### src/rtl/forward_select_unit.sv
// forward_select_unit: EX operand-mux select codes and load-use stall from a shadow dest-tag pipeline.
// Optional FWD_STATS_EN macro enables saturating stall/forward counters; otherwise those ports read 0.
module forward_select_unit #(
  parameter int NB_REG_ADDR = 5,
  parameter int NB_SEL      = 2
) (
  input  logic                   clock_i,
  input  logic                   reset_i,
  input  logic                   enable_i,
  input  logic                   flush_i,
  input  logic                   id_valid_i,
  input  logic [NB_REG_ADDR-1:0] id_rs_i,
  input  logic [NB_REG_ADDR-1:0] id_rt_i,
  input  logic                   id_uses_rt_i,
  input  logic [NB_REG_ADDR-1:0] id_rd_i,
  input  logic                   id_reg_write_i,
  input  logic                   id_mem_to_reg_i,
  output logic [NB_SEL-1:0]      fwd_a_sel_o,
  output logic [NB_SEL-1:0]      fwd_b_sel_o,
  output logic                   stall_o,
  output logic [15:0]            stall_count_o,
  output logic [15:0]            fwd_count_o
);
  typedef struct packed {
    logic                   v;
    logic                   w;
    logic                   ld;
    logic [NB_REG_ADDR-1:0] rd;
  } ent_t;
  ent_t              pipe_q [4];
  ent_t              pipe_d [4];
  logic [NB_SEL-1:0] a_q, a_d, b_q, b_d;
  logic              issue;
  function automatic logic hit(input ent_t e, input logic [NB_REG_ADDR-1:0] src);
    return e.v & e.w & (e.rd != '0) & (e.rd == src);
  endfunction
  // Entries are examined as seen from ID; each moves one stage before the consumer reaches EX.
  function automatic logic [NB_SEL-1:0] sel(input ent_t ex, input ent_t mem, input ent_t wb,
                                            input logic [NB_REG_ADDR-1:0] src);
    return hit(ex, src) ? 2'b01 : hit(mem, src) ? 2'b10 : hit(wb, src) ? 2'b11 : 2'b00;
  endfunction
  always_comb begin
    stall_o   = ~reset_i & id_valid_i & pipe_q[0].v & pipe_q[0].ld & (pipe_q[0].rd != '0) &
                ((pipe_q[0].rd == id_rs_i) | (id_uses_rt_i & (pipe_q[0].rd == id_rt_i)));
    issue     = id_valid_i & ~stall_o & ~flush_i;
    pipe_d[0] = '{v: issue, w: id_reg_write_i, ld: id_mem_to_reg_i, rd: id_rd_i};
    pipe_d[1] = pipe_q[0];
    pipe_d[2] = pipe_q[1];
    pipe_d[3] = pipe_q[2];
    a_d       = issue ? sel(pipe_q[0], pipe_q[1], pipe_q[2], id_rs_i) : '0;
    b_d       = (issue & id_uses_rt_i) ? sel(pipe_q[0], pipe_q[1], pipe_q[2], id_rt_i) : '0;
  end
  always_ff @(posedge clock_i) begin
    if (reset_i) begin
      pipe_q <= '{default: '0};
      a_q    <= '0;
      b_q    <= '0;
    end else if (enable_i) begin
      pipe_q <= pipe_d;
      a_q    <= a_d;
      b_q    <= b_d;
    end
  end
  assign fwd_a_sel_o = a_q;
  assign fwd_b_sel_o = b_q;
`ifdef FWD_STATS_EN
  logic [15:0] stall_cnt_q, stall_cnt_d, fwd_cnt_q, fwd_cnt_d;
  always_comb begin
    stall_cnt_d = stall_cnt_q + 16'(stall_o & ~&stall_cnt_q);
    fwd_cnt_d   = fwd_cnt_q + 16'(((|a_d) | (|b_d)) & ~&fwd_cnt_q);
  end
  always_ff @(posedge clock_i) begin
    if (reset_i) begin
      stall_cnt_q <= '0;
      fwd_cnt_q   <= '0;
    end else if (enable_i) begin
      stall_cnt_q <= stall_cnt_d;
      fwd_cnt_q   <= fwd_cnt_d;
    end
  end
  assign stall_count_o = stall_cnt_q;
  assign fwd_count_o   = fwd_cnt_q;
`else
  assign stall_count_o = '0;
  assign fwd_count_o   = '0;
`endif
endmodule

### config.mk
export PLATFORM = sky130hd
export DESIGN_NAME = forward_select_unit
export DESIGN_NICKNAME = d
export VERILOG_FILES = /design/src/rtl/forward_select_unit.sv
export SDC_FILE = /design/constraint.sdc
export NUM_CORES = 1
export LEC_CHECK = 0
export CORE_MARGIN = 1
export CORE_UTILIZATION = 46
export CTS_BUF_LIST = sky130_fd_sc_hd__clkbuf_4 sky130_fd_sc_hd__clkbuf_8
export CTS_CLUSTER_SIZE = 25
export DETAILED_ROUTE_END_ITERATION = 12
export PLACE_DENSITY = 0.84
export SLEW_MARGIN = 20
export SYNTH_ARGS = -nofsm -noshare
export SYNTH_HDL_FRONTEND = slang
export SYNTH_SLANG_ARGS = --single-unit
### constraint.sdc
create_clock -name clock_i -period 2.7 [get_ports clock_i]
set_input_delay 0.81 -clock clock_i [delete_from_list [all_inputs] [get_ports clock_i]]
set_output_delay 0.81 -clock clock_i [all_outputs]
set_load 0.05 [all_outputs]
Word level (Yosys, flattened, before mapping)
Index checks and enable logic that the tools add are counted.
- add/subtract/negate cells: 0
- multiply operators: 0
- shifts and indexed selects: 0
- $lt $le $gt $ge: 0
- equality and inequality tests: 6
- bitwise logic cells: 25
- muxes and demuxes: 8
- reduce and logical (&&, ||, !) cells: 3
- divide/modulo/power cells: 0
- operators by type and width (kind ; count):
    $eq A5 B5 Y1 ; 6
    $and A1 B1 Y1 ; 21
    $mux W2 ; 8
    $reduce_bool A5 Y1 ; 3
    $not A1 Y1 ; 3
    $or A1 B1 Y1 ; 1
- latch bits: 0
- memories: 0
- input bits: 23
- memory bits (writable): 0
- output and inout port bits: 37
- word-level logic and storage cells: 54
- register bits after elaboration: 26
- memory bits (read-only): 0

Longest topological paths before layout
Gate-level depths: netlist of the first run.
- depth after elaboration: 11
- depth in mapped cells: 6
- mapped depth without buffers: 6

Worst setup path after synthesis of the first run
OpenSTA, ideal clock, no wires.
- path type: input to output
- from: input port id_rt_i[3]
- to: output port stall_o
- arrival time: 2194 ps
- buffers on the path: 0
- setup slack: -304 ps
- data required time: 1890 ps
- stages on the path: 4
- cells stage by stage: xor2_1 > nor4_2 > nand3_1 > a2111oi_4
- word-level cells in the longest chain between the ends: 4
- ends and longest elaborated chain (what ; RTL line ; RTL):
    start: declaration ; 13 ; input logic [NB_REG_ADDR-1:0] id_rt_i,
    $eq A5 B5 Y1 ; 44 ; ((pipe_q[0].rd == id_rs_i) | (id_uses_rt_i & (pipe_q[0].rd == id_rt_i)));
    $and A1 B1 Y1 ; 44 ;
    $or A1 B1 Y1 ; 44 ;
    $and A1 B1 Y1 ; 43 ; stall_o = ~reset_i & id_valid_i & pipe_q[0].v & pipe_q[0].ld & (pipe_q[0].rd != '0) &
    end: declaration ; 20 ; output logic stall_o,
Every way passes these cells.

Worst setup path after layout of the first run
- from: input port id_rt_i[2]
- to: output port stall_o
Same word-level chain as after synthesis.

==> run metrics, run 1 <==
count leader, synth buf_4; DR iter-0 viols 26; worst hold path class reg2reg; initial antenna violation count 0; Mapped Cells 183; clk_lat worst skew 320 ps; CTS tree yes; WL final 3230 um; gpl congestion 0.823; n_diodes 0; YS warnings 0; worst-path maximum fanout 2; crit-path cells buf_8, xor2_4, nor4_4, nand3_2, a2111oi_4, clkbuf_16; row count 21; Distinct cells, synth 25; grt ovf 0; Yosys top cell by area dfxtp_1; Die H 61.4 um; core area 3360 um^2; Max stage delay on crit path 380 ps; Cell Count, Final, Fillers Out 268; outcome finished, violations left; Slew Viols, Final 0; worst hold slack 469 ps; CTS Root Cell clkbuf_4; first-pass GRT wire length 5060 um; Antenna Nets Post-Route 0; Final period util 1.11; die area 3760 um^2; final setup fails 1; Syn Area/Cell 8.85 um^2; vias in the first global route 1,107; Post-synth ARST share 0; critical path class in2out; largest net degree at the start of global routing 27; post-synth top area share 0.321; H-tree depth 1; crit end category output pin; TritonCTS buffer count 3; Vias 1,242; Post-synth EDFFs 0; Synth Register Bits 26; Startpoint Class input pin; IO Count 60; DRT Pass-1 Iters 4; DRC Markers 0; RSZ-0062 raised after global routing true; Seq/Total Area, Yosys 0.321; Port Buffers 27; crit path time final 3000 ps; power density over cell area 423 nW/um^2; achievable clock frequency 333 MHz; placed cell area 1930 um^2; WP data required 1890 ps; Worst-path clk slew 130 ps; Max Cap Violations 0; Crit path buffers/inverters 2; fin util 0.602; vias per cell 4.63; CP arrival 2190 ps; Max stage delay cell, worst path a2111oi_4; Post-Place Cells 263; Setup Skew 4.79 ps; top_reg_cell synth dfxtp_1; global-route usage over all layers 0.183; Finished Cell Area 2030 um^2; Worst Setup Slack, final -304 ps; DIE WIDTH 61.4 um; Initial Util 0.482; Hold Vio Cnt, Final 0; Mapped Area 1620 um^2; Area contributors post-synth dfxtp_1, buf_4, mux2i_1, xor2_1, xnor2_1; Syn-to-layout area delta 25.0%; share of cells above drive strength 1 0.158; top cells by instance count after synthesis buf_4, dfxtp_1, nor2_1; P_leak 0.912 nW; Fill cells 323; failing checks negative setup slack; hpwl dp 2470 um; cell family contributing the most delay on the critical path simple AND/OR/NAND/NOR gates; CTS max path bufs 2; Layout Nets 246; wire per inst 12.1 um; clk sinks 26; Max VDD drop 0.327 mV
## registers in the layout, indices dropped and copies added (netlist names)
register and count:
pipe_d 22, fwd_a_sel_o 2, fwd_b_sel_o 2
## stage by stage
step / TNS (ps) / worst slack (ps) / power, mW
after global placement: -1130 / -673 / 0.654
after detailed placement: -1260 / -692 / 0.659
after global routing: -387 / -387 / 0.899
after CTS: -396 / -396 / 0.850
after floorplan: -245 / -245 / 0.622
final: -304 / -304 / 0.856
## cells by family (layout without fill, tap and decap cells)
family                    Yosys count  count (layout)  share of synthesized area
DFF                                26              26                      0.321
muxes                              21              21                      0.130
xor gates and xnor gates           30              30                      0.162
buffers and inverters              38              46                      0.162
AOI/OAI and AO/OA                  12              12                     0.0618
other                               1              32                    0.00231
and+or+nand+nor                    55              55                      0.161
## routing by layer
metal	share of wire	track usage	vias to the layer above
li1	-	-	625
met1	0.45	0.238	566
met2	0.51	0.320	49
met3	0.039	0.0315	2
met4	0.0068	0.0381	0
met5	0	0	-
## tightest hold or removal path: cells and delay by family (launching register included)
family	cells	cell delay [ps]
AO/OA/AOI/OAI	1	50
flip-flops	1	330
AND/OR/NAND/NOR	1	50
## area by class of cell
class	count	area (um^2)	share of cell area
Clock buffer	4	36.3	0.0179
Sequential cell	26	522	0.258
Timing Repair Buffer	42	407	0.201
Multi-Input combinational cell	150	1000	0.495
Tap cell	46	57.6	0.0284
## final timing paths
check	to	cells past startpoint	start	slack (ps)
setup / recovery	stall_o	6	id_rt_i[2]	-300
hold / removal	fwd_a_sel_o[1]	2	fwd_a_sel_o[1]	470
setup reg to reg	fwd_a_sel_o[1]	6	pipe_d[18]	810
hold reg to reg	fwd_a_sel_o[1]	2	fwd_a_sel_o[1]	470
## power breakdown
part / switching (mW) / leakage [nW] / internal, mW / total [mW]
clock: 0.113 / 0.0210 / 0.0825 / 0.195
sequential: 0.0163 / 0.212 / 0.396 / 0.412
combinational: 0.165 / 0.679 / 0.0838 / 0.249
total: 0.294 / 0.912 / 0.562 / 0.856
## layout by cell type (no fill, tap or decap), types with 2 or more instances in the layout
master           synthesis  layout
a21oi_1                  3       3
buf_4                   32      14
buf_6                    0       2
clkbuf_2                 0       2
clkbuf_4                 0       3
clkdlybuf4s50_1          0      16
conb_1                   1      32
dfxtp_1                 26      25
dlymetal6s2s_1           0       2
mux2i_1                 21      21
nand2_1                  9       9
nand2b_1                 4       4
nand3_1                  5       3
nand3_2                  0       2
nand4_1                  2       2
nor2_1                  25      25
nor3_1                   4       3
nor4_1                   2       2
o21ai_0                  2       2
o31ai_1                  4       4
xnor2_1                 13      13
xor2_1                  17      15
## repair_timing
action	in CTS	in global routing
setup buffers	1	0
hold buffers	0	0
endpoints found under the hold margin	0	0
pin swaps	6	6
cloned	0	0
resized for setup	22	19
endpoints found under the setup margin	1	1
Note: power is estimated with default switching activity, not from simulation.
==> run 2: changes to the inputs <==
--- a/config.mk
+++ b/config.mk
@@ -11,7 +11,6 @@
 export CTS_CLUSTER_SIZE = 25
 export DETAILED_ROUTE_END_ITERATION = 12
 export PLACE_DENSITY = 0.84
-export SLEW_MARGIN = 20
 export SYNTH_ARGS = -nofsm -noshare
 export SYNTH_HDL_FRONTEND = slang
 export SYNTH_SLANG_ARGS = --single-unit
==> results of run 2 <==
The final DEF is identical to that of run 1; final timing and power are the same.
==> run 3: changes to the inputs <==
--- a/config.mk
+++ b/config.mk
@@ -11,6 +11,7 @@
 export CTS_CLUSTER_SIZE = 25
 export DETAILED_ROUTE_END_ITERATION = 12
 export PLACE_DENSITY = 0.84
+export SETUP_SLACK_MARGIN = 0.4
 export SYNTH_ARGS = -nofsm -noshare
 export SYNTH_HDL_FRONTEND = slang
 export SYNTH_SLANG_ARGS = --single-unit
==> run metrics, run 3 (synthesis results as in run 1) <==
Port Buffers 27 (unchanged); CTS tree yes; DRC Markers 0 (unchanged); Comb power frac 0.273 (-0.018); most crowded layer after global routing met2; row count 21 (unchanged); R2R Path Start pipe_d[18]; largest net degree at the start of global routing 27 (unchanged); achievable clock frequency 334 MHz (+0.18%); DIE WIDTH 61.4 um (unchanged); P_sw 0.302 mW (+2.5%); outcome finished, violations left; worst hold path class reg2reg; Antenna Nets Post-Route 0 (unchanged); hold path depth 2 (unchanged); Flop pwr share 0.442 (-0.039); gpl congestion 0.845 (+2.7%); slew at the pin closest to its max-slew limit 502 ps; TritonCTS buffer count 3 (unchanged); vias per cell 4.69 (+1.2%); share of cells above drive strength 1 0.184 (+0.0262); Overall Power 0.936 mW (+9.3%); global-route usage over all layers 0.197 (+0.0139); CTS Root Cell clkbuf_4; die area 3760 um^2 (unchanged); Hold Vio Cnt, Final 0 (unchanged); switch share 0.323 (-0.0213); commonest non-fill, non-tap cell in the layout conb_1; Syn-to-layout area delta 29.5%; core area 3360 um^2 (unchanged); flop-to-flop setup slack 780 ps (-30 ps); Worst Setup Slack, final -298 ps (+5.46 ps); max reg flops 22 (unchanged); met2 Use GR 0.331 (+0.0109); first-pass GRT wire length 5420 um (+7.0%); Fill cells 292 (-9.6%); Layout Nets 247 (+0.41%); hpwl dp 2410 um (-2.6%); multi-input logic area 1050 um^2 (+4.5%); WP data required 1890 ps (about the same); worst r2r dst fwd_a_sel_o[1]; P_leak 0.996 nW (+9.2%); clk sinks 26 (unchanged); crit-path cells buf_8, xor2_4, nor4_4, nand3_2, a2111oi_4, clkbuf_16; crit path time final 3000 ps (-5.46 ps); Max Cap Violations 0 (unchanged); fin util 0.624 (+0.0216); hold_buf cts 0 (unchanged); Hold Path End fwd_b_sel_o[1]; worst hold slack 464 ps (-4.94 ps); H-tree depth 1 (unchanged); Crit path buffers/inverters 2 (unchanged); failing checks negative setup slack; Initial Util 0.482 (unchanged); met3 usage 0.0315 (unchanged); Final period util 1.11 (-0.00202); DRT Pass-1 Iters 4 (unchanged); n_diodes 0 (unchanged); Max stage delay cell, worst path a2111oi_4; Max VDD drop 0.359 mV (+9.8%); clk_lat worst skew 330 ps (about the same); CTS max path bufs 2 (unchanged); cell family contributing the most delay on the critical path simple AND/OR/NAND/NOR gates; critical path class in2out; crit end category output pin; final setup fails 1 (unchanged); clock share of power 0.285 (+0.057); Setup Skew 3.97 ps (-0.818 ps); power density over cell area 446 nW/um^2 (+5.5%); DR iter-0 viols 23 (-12%); FF+latch area 520 um^2 (-0.24%); wire per inst 12.3 um (+1.9%); worst relative slew slack 0.665; CP arrival 2190 ps (about the same); Hold Startpoint fwd_b_sel_o[1]; Startpoint Class input pin; most frequent cells in the layout conb_1, dfxtp_1, nor2_1; Slew Viols, Final 0 (unchanged); Max stage delay on crit path 390 ps (about the same); GR Util met1 0.250 (+0.0119); IO Count 60 (unchanged); initial antenna violation count 0 (unchanged); Vias 1,261 (+1.5%); cell-internal power 0.634 mW (+13%); Worst-path clk slew 140 ps (about the same); grt ovf 0 (unchanged); Die H 61.4 um (unchanged); WL final 3300 um (+2.3%); vias in the first global route 1,183 (+6.9%); RSZ-0062 raised after global routing true; R2R cell count 6 (unchanged); worst-path maximum fanout 2 (unchanged)
## run 3: changes by cell type in the layout (fill, tap and decap cells not counted), sizes merged
cell,change
bufinv,+1
dlygate4sd2,+1
dlymetal6s2s,+3
clkdlybuf4s50,-4
buf,+1
clkdlybuf4s15,-1
## run 3: power groups by stage
stage               logic, mW  registers (mW)  clock network, mW
floorplan               0.207           0.416                  0
detailed placement      0.240           0.419                  0
global route            0.272           0.416              0.288
finish                  0.255           0.414              0.267
CTS                     0.249           0.412              0.274
global placement        0.236           0.418                  0
## run 3: worst min-delay path, delay by kind of cell, from the launching register on
kind | cells | cell delay, ps
compound gates | 1 | 50
flops | 1 | 330
simple gates | 1 | 50
## run 3: how the worst max path moves through the flow
stage / slack, ps / to / cells past startpoint / from
finish: -300 / stall_o / 6 / id_rt_i[3]
detailed placement: -680 / stall_o / 6 / id_rt_i[3]
CTS: -320 / stall_o / 6 / id_rt_i[0]
global route: -330 / stall_o / 6 / id_rt_i[3]
floorplan: -250 / stall_o / 4 / id_rt_i[3]
global placement: -670 / stall_o / 6 / id_rt_i[3]
## run 3: per-stage QoR
step,TNS [ps],setup slack (ps),instances,area (um^2)
after detailed placement,-1230,-684,263,1930
after floorplan,-245,-245,214,1740
after global routing,-331,-331,269,2100
after CTS,-323,-323,268,2050
final,-298,-298,269,2100
after global placement,-1110,-668,263,1930
## run 3: final cells by class
class	instances	share of cell area
Clock buffer	3	0.0107
Clock inverter	1	0.0143
Multi-Input combinational cell	150	0.500
Sequential cell	26	0.248
Tap cell	46	0.0274
Timing Repair Buffer	43	0.200
## run 3: repair_timing
item,in CTS,in global routing
gates resized for setup,31,22
endpoints found under the hold margin,0,0
pin swaps,5,5
setup buffers,1,1
endpoints found under the setup margin,7,6
## run 3: layer usage
layer,routed length (um),vias up
li1,-,623
met1,1410,577
met2,1670,54
met3,161,7
met4,63,0
met5,0,-
